<file path="src/rtl/spi_slave_pkg.sv">
// spi_slave_pkg: FSM state encoding and default frame length shared by the SPI slave transmitter and receiver
package spi_slave_pkg;
  localparam int DATA_LEN = 8;
  typedef enum logic [1:0] {S_IDLE = 2'd0, S_SHIFT = 2'd1, S_DONE = 2'd2} state_e;
  localparam logic [1:0] IDLE = S_IDLE;
  localparam logic [1:0] SHIFT = S_SHIFT;
  localparam logic [1:0] DONE = S_DONE;
endpackage

</file>
<file path="src/rtl/spi_slave_tx_if.sv">
// spi_slave_tx_if: SPI slave transmit bus
//   tx_en, sck, din, din_vld           : master -> slave
//   din_rdy, so, busy, done, underrun  : slave -> master
interface spi_slave_tx_if
  import spi_slave_pkg::*;
  #(parameter int data_len = DATA_LEN);
  logic tx_en;
  logic sck;
  logic [data_len-1:0] din;
  logic din_vld;
  logic din_rdy;
  logic so;
  logic busy;
  logic done;
  logic underrun;
  modport slave (input tx_en, sck, din, din_vld, output din_rdy, so, busy, done, underrun);
  modport master (output tx_en, sck, din, din_vld, input din_rdy, so, busy, done, underrun);
endinterface

</file>
<file path="src/rtl/spi_sync_edge.sv">
// spi_sync_edge: two-flop synchroniser plus edge register for an asynchronous input
//   clk, rst_n : clock, async active-low reset
//   d          : asynchronous input
//   rise, fall : one-clk edge pulses on the synchronised signal
module spi_sync_edge
  import spi_slave_pkg::*;
(
  input  logic clk,
  input  logic rst_n,
  input  logic d,
  output logic rise,
  output logic fall
);
  logic [2:0] s;
  always_ff @(posedge clk or negedge rst_n)
    if (!rst_n) s <= '0;
    else s <= {s[1:0], d};
  assign rise = s[1] & ~s[2];
  assign fall = ~s[1] & s[2];
endmodule

</file>
<file path="src/rtl/spi_slave_tx.sv">
// spi_slave_tx: double-buffered SPI slave transmitter, MSB first, so driven on sck rise
//   clk, rst_n : system clock, async active-low reset
//   bus        : spi_slave_tx_if slave modport (tx_en, sck, din/din_vld/din_rdy, so, busy, done, underrun)
module spi_slave_tx
  import spi_slave_pkg::*;
  #(parameter int data_len = DATA_LEN)
(
  input logic clk,
  input logic rst_n,
  spi_slave_tx_if.slave bus
);
  localparam int cw = $clog2(data_len + 1);
  localparam logic [cw-1:0] last = cw'(data_len);
  logic [1:0] state;
  logic [cw-1:0] bit_cnt;
  logic [data_len-1:0] shifter, hold, sh_nxt;
  logic hold_full, rdy_q, so_q, done_q, under_q;
  logic rise, fall, accept, start, step, finish, full_nxt;
  spi_sync_edge u_sync (.clk(clk), .rst_n(rst_n), .d(bus.sck), .rise(rise), .fall(fall));
  always_comb begin
    accept = bus.din_vld & rdy_q;
    start = bus.tx_en & (state == IDLE) & rise;
    step = bus.tx_en & (state == SHIFT) & rise & (bit_cnt != last);
    finish = bus.tx_en & (state == SHIFT) & fall & (bit_cnt == last);
    // a frame start drains the holding register; accept cannot coincide with a drain
    full_nxt = accept | (hold_full & ~start);
    sh_nxt = start ? (hold_full ? hold : '0) : step ? shifter << 1 : shifter;
  end
  always_ff @(posedge clk or negedge rst_n)
    if (!rst_n) begin
      state <= IDLE;
      bit_cnt <= '0;
      shifter <= '0;
      hold <= '0;
      hold_full <= 1'b0;
      rdy_q <= 1'b1;
      so_q <= 1'b0;
      done_q <= 1'b0;
      under_q <= 1'b0;
    end else begin
      hold_full <= full_nxt;
      rdy_q <= ~full_nxt;
      if (accept) hold <= bus.din;
      shifter <= sh_nxt;
      under_q <= start & ~hold_full;
      done_q <= finish;
      if (!bus.tx_en) begin
        state <= IDLE;
        bit_cnt <= '0;
        so_q <= 1'b0;
      end else if (start) begin
        state <= SHIFT;
        bit_cnt <= cw'(1);
        so_q <= sh_nxt[data_len-1];
      end else if (step) begin
        bit_cnt <= bit_cnt + cw'(1);
        so_q <= sh_nxt[data_len-1];
      end else if (finish) begin
        state <= DONE;
        so_q <= 1'b0;
      end else if (state == DONE) begin
        state <= IDLE;
        bit_cnt <= '0;
      end
    end
  assign bus.din_rdy = rdy_q;
  assign bus.so = so_q;
  assign bus.busy = state != IDLE;
  assign bus.done = done_q;
  assign bus.underrun = under_q;
endmodule

</file>
<file path="src/flat_wrapper.sv">
// flat-port wrapper written by rule: the top's interface ports become plain ports
module spi_slave_tx_flat import spi_slave_pkg::*;
#(parameter int data_len = DATA_LEN)
  (clk, rst_n, bus_tx_en, bus_sck, bus_din, bus_din_vld, bus_din_rdy, bus_so, bus_busy, bus_done, bus_underrun);
  spi_slave_tx_if #(.data_len(data_len)) bus_i ();
  input logic clk;
  input logic rst_n;
  input wire logic [$bits(bus_i.tx_en)-1:0] bus_tx_en;
  input wire logic [$bits(bus_i.sck)-1:0] bus_sck;
  input wire logic [$bits(bus_i.din)-1:0] bus_din;
  input wire logic [$bits(bus_i.din_vld)-1:0] bus_din_vld;
  output wire logic [$bits(bus_i.din_rdy)-1:0] bus_din_rdy;
  output wire logic [$bits(bus_i.so)-1:0] bus_so;
  output wire logic [$bits(bus_i.busy)-1:0] bus_busy;
  output wire logic [$bits(bus_i.done)-1:0] bus_done;
  output wire logic [$bits(bus_i.underrun)-1:0] bus_underrun;
  assign bus_i.tx_en = bus_tx_en;
  assign bus_i.sck = bus_sck;
  assign bus_i.din = bus_din;
  assign bus_i.din_vld = bus_din_vld;
  assign bus_din_rdy = bus_i.din_rdy;
  assign bus_so = bus_i.so;
  assign bus_busy = bus_i.busy;
  assign bus_done = bus_i.done;
  assign bus_underrun = bus_i.underrun;
  spi_slave_tx #(.data_len(data_len)) u_core (.clk(clk), .rst_n(rst_n), .bus(bus_i));
endmodule
</file>
<file path="config.mk">
export PLATFORM = sky130hd
export DESIGN_NAME = spi_slave_tx_flat
export DESIGN_NICKNAME = d
export VERILOG_FILES = /design/src/rtl/spi_slave_pkg.sv /design/src/rtl/spi_slave_tx_if.sv /design/src/rtl/spi_sync_edge.sv /design/src/rtl/spi_slave_tx.sv /design/src/flat_wrapper.sv
export SDC_FILE = /design/constraint.sdc
export NUM_CORES = 1
export LEC_CHECK = 0
export BUFFER_PORTS_ARGS = -buffer_cell sky130_fd_sc_hd__buf_4
export CORE_UTILIZATION = 55
export DETAILED_ROUTE_END_ITERATION = 7
export GPL_TIMING_DRIVEN = 0
export PLACE_DENSITY = 0.77
export SYNTH_ARGS = -nofsm -noshare
export SYNTH_HDL_FRONTEND = slang
export SYNTH_SLANG_ARGS = --single-unit
export TNS_END_PERCENT = 5
</file>
<file path="constraint.sdc">
create_clock -name clk -period 3.2 [get_ports clk]
set_input_delay 0.16 -clock clk [delete_from_list [all_inputs] [get_ports clk]]
set_output_delay 0.16 -clock clk [all_outputs]
set_load 0.03 [all_outputs]
</file>
[Word level (Yosys, flattened, before mapping)]
Cells that the tools add are included.
Operators by class
  eq/ne operators: 9
  reduce and logical (&&, ||, !) cells: 5
  add/subtract/negate cells: 1
  bitwise gates (word level): 18
  multiplexer cells: 17
Operators with widths (count)
  $mux 8: 3
  $mux 4: 5
  $and 1x1->1: 12
  $ne 4x1->1 const B: 3
  $mux 2: 5
  $not 1->1: 5
  $add 4x1->4 const B: 1
  $eq 4x4->1 const B: 1
  $mux 1: 4
  $ne 4x2->1 const B: 1
  $ne 4x4->1 const B: 1
  $reduce_and 2->1: 2
  $reduce_bool 2->1: 2
  $ne 3x2->1 const B: 1
  $eq 2x1->1 const B: 1
  $eq 2x2->1 const B: 1
  $logic_not 2->1: 1
  $or 1x1->1: 1
Word-level totals
  register bits after elaboration: 30
  bits of input ports: 13

[Depth between registers and ports, before layout]
  depth in word-level cells: 9
  depth in mapped cells: 5
  mapped depth without buffers: 5

[Hierarchy]
Synthesis repeated with hierarchy kept, for this count alone.
Unflattened totals
  cells, all modules: 107
  area, all modules: 1271.2 um^2
By module, submodules not included
  spi_slave_tx: area an instance 1181.1 um^2, cells each 102, times used 1
  spi_sync_edge: area an instance 90.1 um^2, cells each 5, times used 1

[Worst setup path before layout]
Ideal clock, no wire load.
  path kind: flip-flop to flip-flop
  start: register u_core.bit_cnt[0]
  end: register u_core.so_q, in the netlist u_core.bus.so
  cell stages (with the launch flop): 6
  path slack: 1.746 ns
  data required time: 3.096 ns
  setup time: 0.104 ns
  arrival: 1.351 ns
  path through: dfrtp_1 inv_1 ha_1 nand3b_1 a31o_2 a221oi_1
On the way
  word-level cells in the longest chain between the ends: 7
Ends and longest elaborated chain
  from (decl): RTL line spi_slave_tx.sv:15  | logic [cw-1:0] bit_cnt;
  from (signal assigned): RTL line spi_slave_tx.sv:53  | bit_cnt <= cw'(1);
  from (signal assigned): RTL line spi_slave_tx.sv:56  | bit_cnt <= bit_cnt + cw'(1);
  $ne 4x4->1: RTL line spi_slave_tx.sv:23  | step = bus.tx_en & (state == SHIFT) & rise & (bit_cnt != last);
  $and 1x1->1: RTL line spi_slave_tx.sv:23
  $mux 8 (2 in a row): RTL line spi_slave_tx.sv:27  | sh_nxt = start ? (hold_full ? hold : '0) : step ? shifter << 1 : shifter;
  $mux 1: RTL line spi_slave_tx.sv:55  | end else if (step) begin
  $mux 1: RTL line spi_slave_tx.sv:51  | end else if (start) begin
  $mux 1: RTL line spi_slave_tx.sv:47  | if (!bus.tx_en) begin
  to (signal assigned): RTL line spi_slave_tx.sv:54  | so_q <= sh_nxt[data_len-1];
  to (signal assigned): RTL line spi_slave_tx.sv:57  | so_q <= sh_nxt[data_len-1];
  to (decl): RTL line spi_slave_tx.sv:17  | logic hold_full, rdy_q, so_q, done_q, under_q;
Parallel ways exist; a longest one is shown, timed or not. The select of a mux whose other input is x is not followed.
A chain may end at the register's enable or synchronous reset.

[Final worst setup path]
Ends and elaborated chain as after synthesis.

==> results_dict.tcl <==
set metrics [dict create \
    path_buf_inv 1 \
    ios 18 \
    async_flop_share 1.00 \
    synth_seq_cells 29 \
    syn_avg_cell_area_sq_um 12.5 \
    worstSetupEndpointType "flip-flop" \
    cts-root-buf "clkbuf_4" \
    tightest_slew_ns 0.470 \
    synthCells 108 \
    stdcell_area_sq_um 1620 \
    grt_pass1_wl_um 4690 \
    worstPathArrival_ns 1.97 \
    worstHoldStart "bus_din[2]" \
    antenna_found_initial 0 \
    crit_required_ns 3.42 \
    slowest_stage "dfrtp_1" \
    period_share 0.546 \
    fillers 180 \
    ys.flop_type "dfrtp_1" \
    crit_chain "inv_1 -> ha_1 -> nand3b_1 -> a31o_2 -> a221oi_1" \
    grt_use_total 0.251 \
    final_cells 162 \
    tritoncts "done" \
    timing.max_cap.violations 0 \
    numPortBuffers 16 \
    slowest_delay_ns 0.46 \
    cts_resized 0 \
    r2r_start "u_core.bit_cnt[0]$_DFFE_PN0P_" \
    nNetsFinal 148 \
    area_delta_synth_final_pct 20.7 \
    ff2ff_path_depth 5 \
    avgViaCountPerCell 6.12 \
    ant_nets 0 \
    hold_path_class "input pin to flip-flop" \
    status "finished, final reports clean" \
    p_leak_uw 0.000734 \
    die_h_um 51.5 \
    synth_warnings 0 \
    cp_max_fo 9 \
    fmax_mhz 572 \
    dp.cells 152 \
    grt_pass1_vias 970 \
    clock_power_share 0.326 \
    hold_path_depth 2 \
    n_antenna_cell 0 \
    drive_gt1_frac 0.358 \
    num_rows 17 \
    cts_buffers 5 \
    switching_share 0.257 \
    multiInputGateArea_sq_um 562 \
    min_period_ns 1.75 \
    p_per_area_nw_per_um2 704 \
    p_seq_frac 0.480 \
    syn_nets 123 \
    syn-cell-area_sq_um 1350 \
    ys_seq_area_frac 0.540 \
    postPlaceCellArea_sq_um 1500 \
    hold_buffers 2 \
    overflow 0 \
    setup.worst_path.start "u_core.bit_cnt[0]$_DFFE_PN0P_" \
    grt_max_degree 30 \
    seq_area_sq_um 727 \
    detailed_place_hpwl_um 1790 \
    drv_slew 0 \
    power_frac_comb 0.193 \
    vdd_drop_max_v 0.000564 \
    clock_latency_ns 0.32 \
    gp_congestion 0.755 \
    crit_type "flip-flop to flip-flop" \
    synth_edf_count 0 \
    skew_ns 0.0121 \
    initial_core_util 0.597 \
    mostFrequentLayoutCells "28 x dfrtp_1, 16 x buf_4, 8 x mux2_2, 7 x inv_1" \
    cts_setup_buffers 0 \
    drc 0 \
    critPathTopFamily "compound AO/OA/AOI/OAI gates" \
    cp.depth 5 \
    synth_cell_types 41 \
    die_w_um 51.5 \
    vias 992 \
    cts_num_sinks 29 \
    setup_viol 0 \
    internal_power_uw 848 \
    power_switching_uw 294 \
    wire_per_inst_um 16.6 \
    cts_buffer_depth 2 \
    rsz0062_at_grt "false" \
    cts-htree-levels 2 \
    routed_wl_um 2690 \
    layout_commonest_cell "dfrtp_1" \
    core_sq_um 2250 \
    slew_headroom 0.678 \
    dieArea_sq_um 2650 \
    path_clk_slew_ns 0.10 \
    drt_iter0_drc 23 \
    hold_viol 0 \
    fin_setup_tns_ns 0 \
    startpoint_type "flip-flop" \
    first_pass_iters 6 \
]
cell families after synthesis:
| logic type | after synthesis | synth area share |
|---|---|---|
| adder cells (fa/ha/maj) | 2 | 0.0186 |
| XOR/XNOR | 1 | 0.00651 |
| AND/OR/NAND/NOR | 34 | 0.192 |
| flip-flops | 29 | 0.540 |
| buffers and inverters | 12 | 0.0419 |
| multiplexers | 8 | 0.0670 |
| AO/OA/AOI/OAI | 22 | 0.134 |
final timing paths:
path | endpoint | slack (ns)
min reg2reg | u_core.u_sync.s[1]$_DFF_PN0_ | 0.37
min | u_core.hold[2]$_DFFE_PN0P_ | 0.07
min in group asynchronous | u_core.bit_cnt[1]$_DFFE_PN0P_ | 0.28
max | u_core.bus.so$_DFFE_PN0P_ | 1.45
max reg2reg | u_core.bus.so$_DFFE_PN0P_ | 1.45
max in group asynchronous | u_core.bus.din_rdy$_DFF_PN1_ | 2.61
flip-flops by register name (all words and copies together) (netlist names):
name and cells:
u_core.state 2, u_core.bus.so 1, u_core.bus.din_rdy 1, u_core.u_sync.s 3, u_core.bit_cnt 4, u_core.bus.done 1, u_core.bus.underrun 1, u_core.shifter 7
u_core.hold_full 1, u_core.hold 8
power by group through the flow:
stage	clock, uW	sequential (uW)	combinational, uW
after floorplan	0	545	148
after global placement	0	547	209
after detailed placement	0	554	218
after CTS	380	547	222
after global routing	392	561	245
final	373	548	221
metrics by stage:
step,hold slack (ns),util,setup WS (ns),power [uW]
2_1_floorplan,-0.136,-,1.75,694
3_3_place_gp,0.0978,0.665,1.56,756
3_5_place_dp,0.101,0.665,1.51,772
4_1_cts,0.0521,0.720,1.46,1150
5_1_grt,0.0451,0.720,1.25,1200
6_report,0.0652,0.720,1.45,1140
final cells by class:
type / count / area share
Tap cell: 28 / 0.0216
Sequential cell: 29 / 0.448
Buffer: 5 / 0.0185
Inverter: 7 / 0.0162
Clock inverter: 3 / 0.0401
Multi-Input combinational cell: 67 / 0.346
Clock buffer: 5 / 0.0231
Timing Repair Buffer: 18 / 0.0864
metal layers:
| layer | vias to the layer above | GRT usage | part of all wire |
|---|---|---|---|
| met2 | 42 | 0.357 | 0.47 |
| met1 | 487 | 0.351 | 0.44 |
| met4 | 0 | 0.0991 | 0.017 |
| li1 | 457 | - | - |
| met3 | 6 | 0.0833 | 0.067 |
| met5 | - | 0 | 0 |
cell usage after synthesis, types with 2 or more instances:
cell type	count	area [sq um]
a21oi_1	2	10.0
nand3_1	4	20.0
nand2b_1	3	18.8
and4_2	6	60.1
a221o_1	6	60.1
nor2b_1	2	12.5
nor2_1	2	7.51
mux2_2	8	90.1
nand2_1	3	11.3
a21boi_0	3	22.5
inv_1	7	26.3
ha_1	2	25.0
o22ai_1	2	12.5
a221oi_1	2	17.5
buf_2	3	15.0
dfrtp_1	28	701
No activity file was read; power rests on OpenSTA's default activity.
